<file path="config.mk">
export PLATFORM = sky130hd
export DESIGN_NAME = uart_rx_buffer
export DESIGN_NICKNAME = d
export VERILOG_FILES = /design/src/rtl/uart_rx_buffer.sv
export SDC_FILE = /design/constraint.sdc
export NUM_CORES = 1
export LEC_CHECK = 0
export ABC_AREA = 1
export BUFFER_PORTS_ARGS = -buffer_cell sky130_fd_sc_hd__buf_2
export CAP_MARGIN = 20
export CELL_PAD_IN_SITES_DETAIL_PLACEMENT = 1
export CELL_PAD_IN_SITES_GLOBAL_PLACEMENT = 1
export CORE_ASPECT_RATIO = 1.2
export CORE_MARGIN = 2
export CORE_UTILIZATION = 35
export CTS_CLUSTER_SIZE = 14
export DETAILED_ROUTE_END_ITERATION = 10
export GPL_TIMING_DRIVEN = 0
export PLACE_DENSITY_LB_ADDON = 0.1
export SETUP_SLACK_MARGIN = 0.02
export SLEW_MARGIN = 20
export SYNTH_ARGS = -nofsm -noshare
export SYNTH_HDL_FRONTEND = slang
export SYNTH_SLANG_ARGS = --single-unit
</file>
<file path="constraint.sdc">
create_clock -name clk -period 3.7 [get_ports clk]
set_input_delay 0.185 -clock clk [delete_from_list [all_inputs] [get_ports clk]]
set_output_delay 0.185 -clock clk [all_outputs]
set_load 0.02 [all_outputs]
</file>
<file path="src/rtl/uart_rx_buffer.sv">
// Purpose : show-ahead FIFO holding received UART frames {parity_err, data} plus sticky overrun/interrupt flags.
// Latency : one clock from wr_en to head/count/interrupt; one clock from rd_en to the next head.
// Backpres: none upstream; a frame written while full with no pop drops the frame and sets overrun.
//
// Ports:
//   clk, rst                        clock, asynchronous active-high reset
//   wr_en, wr_data, wr_parity_err   frame-complete strobe from the receiver, with its data and parity flag
//   rd_en                           pop strobe from the register interface
//   clear_interrupt, clear_overrun  one-cycle strobes that clear the sticky flags
//   rd_data, rd_parity_err          head entry (zero when empty)
//   empty, full, count              occupancy, decoded from the registered count
//   overrun, interrupt              sticky status flags
module uart_rx_buffer #(
  parameter int DW    = 8,
  parameter int DEPTH = 4
) (
  input  logic                       clk,
  input  logic                       rst,
  input  logic                       wr_en,
  input  logic [DW-1:0]              wr_data,
  input  logic                       wr_parity_err,
  input  logic                       rd_en,
  input  logic                       clear_interrupt,
  input  logic                       clear_overrun,
  output logic [DW-1:0]              rd_data,
  output logic                       rd_parity_err,
  output logic                       empty,
  output logic                       full,
  output logic [$clog2(DEPTH):0]     count,
  output logic                       overrun,
  output logic                       interrupt
);

  localparam int AW = $clog2(DEPTH);
  localparam logic [AW:0] DEPTH_C = (AW+1)'(DEPTH);

  // Entry layout: bit DW is the parity error flag, bits DW-1:0 the data.
  logic [DW:0]   mem [DEPTH];
  logic [AW-1:0] wr_ptr;
  logic [AW-1:0] rd_ptr;

  logic rd_ok;
  logic wr_ok;
  logic drop;

  // A pop of a full FIFO frees the slot the simultaneous write lands in,
  // so a write is accepted when full as long as a valid pop accompanies it.
  assign rd_ok = rd_en && (count != '0);
  assign wr_ok = wr_en && ((count != DEPTH_C) || rd_ok);
  assign drop  = wr_en && !wr_ok;

  // Storage is deliberately left out of reset; only pointers and count matter.
  always_ff @(posedge clk) begin
    if (wr_ok) begin
      mem[wr_ptr] <= {wr_parity_err, wr_data};
    end
  end

  always_ff @(posedge clk or posedge rst) begin
    if (rst) begin
      wr_ptr    <= '0;
      rd_ptr    <= '0;
      count     <= '0;
      overrun   <= 1'b0;
      interrupt <= 1'b0;
    end else begin
      if (wr_ok) begin
        wr_ptr <= wr_ptr + AW'(1);
      end
      if (rd_ok) begin
        rd_ptr <= rd_ptr + AW'(1);
      end

      case ({wr_ok, rd_ok})
        2'b10:   count <= count + (AW+1)'(1);
        2'b01:   count <= count - (AW+1)'(1);
        default: count <= count;
      endcase

      // Set has priority over clear so a frame arriving in the clear cycle is not lost.
      if (drop) begin
        overrun <= 1'b1;
      end else if (clear_overrun) begin
        overrun <= 1'b0;
      end

      if (wr_en) begin
        interrupt <= 1'b1;
      end else if (clear_interrupt) begin
        interrupt <= 1'b0;
      end
    end
  end

  assign empty = (count == '0);
  assign full  = (count == DEPTH_C);

  // Show-ahead head; masked to zero so stale (or never-written) memory never leaks out.
  always_comb begin
    rd_data       = '0;
    rd_parity_err = 1'b0;
    if (!empty) begin
      rd_data       = mem[rd_ptr][DW-1:0];
      rd_parity_err = mem[rd_ptr][DW];
    end
  end

endmodule
</file>
[After elaboration in Yosys (flattened, before gate mapping)]
Memory sizes are Yosys's and may differ from the RTL's.
Cells that the tools add are included.
Word-level totals
  flip-flop bits (word level): 9
  bits in latches: 0
  bits in writable memories: 36
  bits in read-only memories: 0
  output and inout port bits: 16
  word-level logic and storage cells: 33
  memories kept: 1
Operators by class
  add/sub/neg operators: 4
  multiply operators: 0
  divide/modulo/power cells: 0
  order comparisons: 0
  equality and inequality tests: 4
  shift-type cells: 0
  muxes and demuxes: 9
  bitwise logic cells: 0
  reductions and logical operators: 10
Memories
  mem: words 4, bits a word 9, read ports 1, clocked after Yosys merged registers in 0, write ports 1, RTL line 38  | logic [DW:0] mem [DEPTH];
Operators by type and width (number)
  8-bit two-way mux: 1
  1-bit two-way mux: 7
  3-bit case mux with 2 select lines: 1
  2-bit nonzero test: 3
  2-bit by 1-bit adder with 2-bit output, second input constant: 2
  3-bit by 1-bit adder with 3-bit output, second input constant: 1
  3-bit equality test, second input constant: 1
  1-bit logical AND: 3
  3-bit logical NOT: 1
  3-bit != test, second input constant: 1
  3-bit nonzero test: 1
  3-bit by 1-bit subtractor with 3-bit output, second input constant: 1
  2-bit by 1-bit equality test with 1-bit output, second input constant: 1
  2-bit equality test, second input constant: 1
  1-bit logical NOT: 1
  1-bit logical OR: 1

[Longest topological paths before layout]
  depth after elaboration: 7
  depth in mapped cells: 9
  gate-level depth less buffers: 9

[Least setup slack after synthesis]
OpenSTA, ideal clock, no wires.
  path type: register to register
  from: register count[0]
  to: memory mem[0][0] (netlist name), enable pin
  arrival time: 1.189 ns
  data required time: 3.326 ns
  path slack: 2.137 ns
  cell stages (with the launch flop): 5
  path buffers: 0
  period minus slack after synthesis: 1.563 ns
  cells stage by stage: dfrtp_1 -> nor2_4 -> nand2_2 -> o21ai_4 -> nor2_1
On the way
  longest elaborated chain between the ends: 6
Ends and longest elaborated chain
  from (decl): RTL line 29  | output logic [$clog2(DEPTH):0] count,
  from (signal assigned): RTL line 75  | 2'b10: count <= count + (AW+1)'(1);
  from (signal assigned): RTL line 76  | 2'b01: count <= count - (AW+1)'(1);
  from (signal assigned): RTL line 77  | default: count <= count;
  3-bit nonzero test: RTL line 48  | assign rd_ok = rd_en && (count != '0);
  1-bit logical AND: RTL line 48
  1-bit logical OR *: RTL line 49  | assign wr_ok = wr_en && ((count != DEPTH_C) || rd_ok);
  1-bit logical AND *: RTL line 49
  1-bit two-way mux *: RTL line 54  | if (wr_ok) begin
  1-bit two-way mux (not written as such) *: RTL line 55  | mem[wr_ptr] <= {wr_parity_err, wr_data};
  to (decl): RTL line 38
Mark *: on every way between the ends. The rest lies on a longest branch, timed or not.

[Worst setup path after layout]
  from: register wr_ptr[0]
  to: memory mem[0][1] (netlist name), enable pin
RTL lines
  from (decl): RTL line 39  | logic [AW-1:0] wr_ptr;
  from (signal assigned): RTL line 68  | wr_ptr <= wr_ptr + AW'(1);
Straight into the memory's write port.

==> results.tsv <==
metric	value	unit
status	complete, no violations	
largest net degree at the start of global routing	16	
crit-path most repeated cell	inv_1	
share of layout cells above drive strength 1	25.6	%
violation count after the first detailed-routing iteration	32	
num rows	29	
syn_nets	188	
Final Cycle Share	49.9	%
Crit Path Class	flip-flop to flip-flop	
Clk Latency, worst-skew pair	290	ps
Setup crit start kind	flip-flop	
CORE AREA	0.00530	mm2
top post-synthesis cells by area	edfxtp_1, dfrtp_1, nor2_1, inv_1, a21oi_1	
CP required	3620	ps
drt pass-1 iters	2	
GRT overflow	0	
vias per cell	4.81	
Worst Tran Pin Value	970	ps
Reg2Reg Setup Slack	1850	ps
max-cap violation count	0	
IO Port Bufs	30	
Layout fillers	612	
worst r2r dst	mem[0][1]$_DFFE_PP_	
Clock transition at path regs	80	ps
die height	85.4	um
n_diodes	0	
Synth area leader	edfxtp_1	
setup TNS	0	ps
Max Clock Freq	541	MHz
Hold Path Depth	2	
endpoint class of the critical path	flip-flop	
initial antenna violation count	0	
post-DP HPWL	2970	um
Tmin final	1850	ps
Post-synth EDFFs	36	
Die X	71.8	um
Max FO, Critical Path	9	
Hold Vio Cnt, Final	0	
root buf cell	clkbuf_8	
#FFs+latches synth	45	
most common cell after layout, fill and taps aside	nor2_1	
final setup fails	0	
Leakage	0.931	nW
number of antenna-violating nets in the routed design	0	
# H-tree levels	2	
ys async rst share	20.0	%
Power Density	845	mW/mm2
RSZ-0062 raised after global routing	false	
hold path start	clear_overrun	
Syn Area/Cell	11.5	um2
Worst VDD drop	331	uV
fin util	42.7	%
total setup buffers inserted after CTS	0	
die area	0.00614	mm2
Final Max Tran Viols	0	
FF-to-FF Start	wr_ptr[0]$_DFFE_PP0P_	
Data arrival, critical path	1760	ps
final net count	226	
Worst Hold End	overrun$_DFFE_PP0P_	
CP max stage cell	nor2_1	
drt drc	0	
relative slew slack	35.1	%
Ports	31	
synth unique cells	24	
ys flop type	edfxtp_1	
Worst Reg-to-Reg Cells	4	
initial core utilization	36.5	%
Hold WC Path Type	primary input to flip-flop	
most frequent cells in the layout	nor2_1, edfxtp_1, buf_2	
global-route wire length before repair	7060	um
Setup Skew	4.56	ps
gr usage total	15.6	%
Max Buffers Root-to-Sink	2	
wire per inst	16.1	um
Yosys Warn Count	0	
critical path's largest stage delay	740	ps
Area Overhead vs Synth	17.0	%
via count	1293	
WL final	4340	um
# clock sinks	45	
Seq/Total Area, Yosys	67.6	%
Num CTS Buffers	5	
vias in the first global route	1394	
routability cong.	0.693	
CP cell instances	inv_1 > ha_1 > inv_1 > nor2_1	
CTS tree	yes	
post-synth top area share	55.9	%
post-synthesis cell count	168	
Mapped Area	0.00193	mm2
==> metrics by stage <==
stage          cell area, um2  power [mW]  cells  setup slack (ps)  hold slack, ps
6_report                 2260        1.91    269              1850            75.9
5_1_grt                  2260        2.06    269              1720            89.6
4_1_cts                  2260        1.95    269              1790            66.3
3_5_place_dp             2160        1.64    260              1810             188
3_3_place_gp             2160        1.59    260              1840             174
2_1_floorplan            1930        1.33    168              2140            12.9
==> cells by family (layout without fill, tap and decap cells) <==
family | count (synthesis) | count (layout) | synth area share, %
xor gates and xnor gates | 2 | 2 | 0.906
DFF | 45 | 45 | 67.6
adders and majority gates | 5 | 5 | 3.62
AOI/OAI and AO/OA | 33 | 33 | 9.32
and+or+nand+nor | 60 | 60 | 13.5
buffers and inverters | 23 | 62 | 5.11
==> synthesized netlist by cell type, types with 2 or more instances <==
cell type and number:
o21ai_1 10, nand3_1 2, nand2_1 8, nand3_2 2, a21oi_1 11, inv_2 3, nand2_2 4, ha_1 4
edfxtp_1 36, xor2_1 2, o21ai_0 10, dfrtp_1 9, inv_1 15, nor2_1 42
==> how the worst max path moves through the flow <==
| stage | startpoint | slack [ps] | end |
|---|---|---|---|
| 4_1_cts | wr_ptr[0]$_DFFE_PP0P_ | 1790 | mem[0][1]$_DFFE_PP_ |
| 5_1_grt | wr_ptr[0]$_DFFE_PP0P_ | 1720 | mem[0][4]$_DFFE_PP_ |
| 3_3_place_gp | count[0]$_DFFE_PP0P_ | 1840 | mem[1][6]$_DFFE_PP_ |
| 3_5_place_dp | wr_ptr[0]$_DFFE_PP0P_ | 1810 | mem[0][2]$_DFFE_PP_ |
| 6_report | wr_ptr[0]$_DFFE_PP0P_ | 1850 | mem[0][1]$_DFFE_PP_ |
| 2_1_floorplan | count[0]$_DFFE_PP0P_ | 2140 | mem[0][0]$_DFFE_PP_ |
==> worst max-delay path: cells and delay by family (launching register included) <==
| family | cells | cell delay (ps) |
|---|---|---|
| AND/OR/NAND/NOR | 1 | 740 |
| buffers and inverters | 2 | 170 |
| flip-flops | 1 | 410 |
| adder cells (fa/ha/maj) | 1 | 160 |
==> area by class of cell <==
class	instances	area [um2]	area share, %
flip-flops and latches	45	1310	57.8
multi-input cells	100	528	23.4
repair buffers	31	160	7.08
well taps	62	77.6	3.43
inverters	19	71.3	3.15
clock buffers	5	68.8	3.04
plain buffers	4	27.5	1.22
clock inverters	3	21.3	0.941
==> sequential cells by signal, summed over array words and instances (netlist names) <==
signal / cells
interrupt: 1
overrun: 1
mem: 36
count: 3
wr_ptr: 2
rd_ptr: 2
==> what timing repair did <==
action	in CTS	in global routing
resized for setup	0	0
hold buffers	1	0
hold endpoints to repair	9	0
==> power by group <==
group	leakage [nW]	switching [mW]	internal (mW)
clock network	0.0445	0.167	0.134
logic	0.450	0.605	0.274
registers	0.437	0.0544	0.675
==> per-layer routing <==
layer	part of all wire (%)	global-route usage [%]
met2	55	28.5
met5	0	0
met4	0.69	4.63
met3	2.9	2.97
met1	42	18.2
Power figures use the tool's default switching activity.
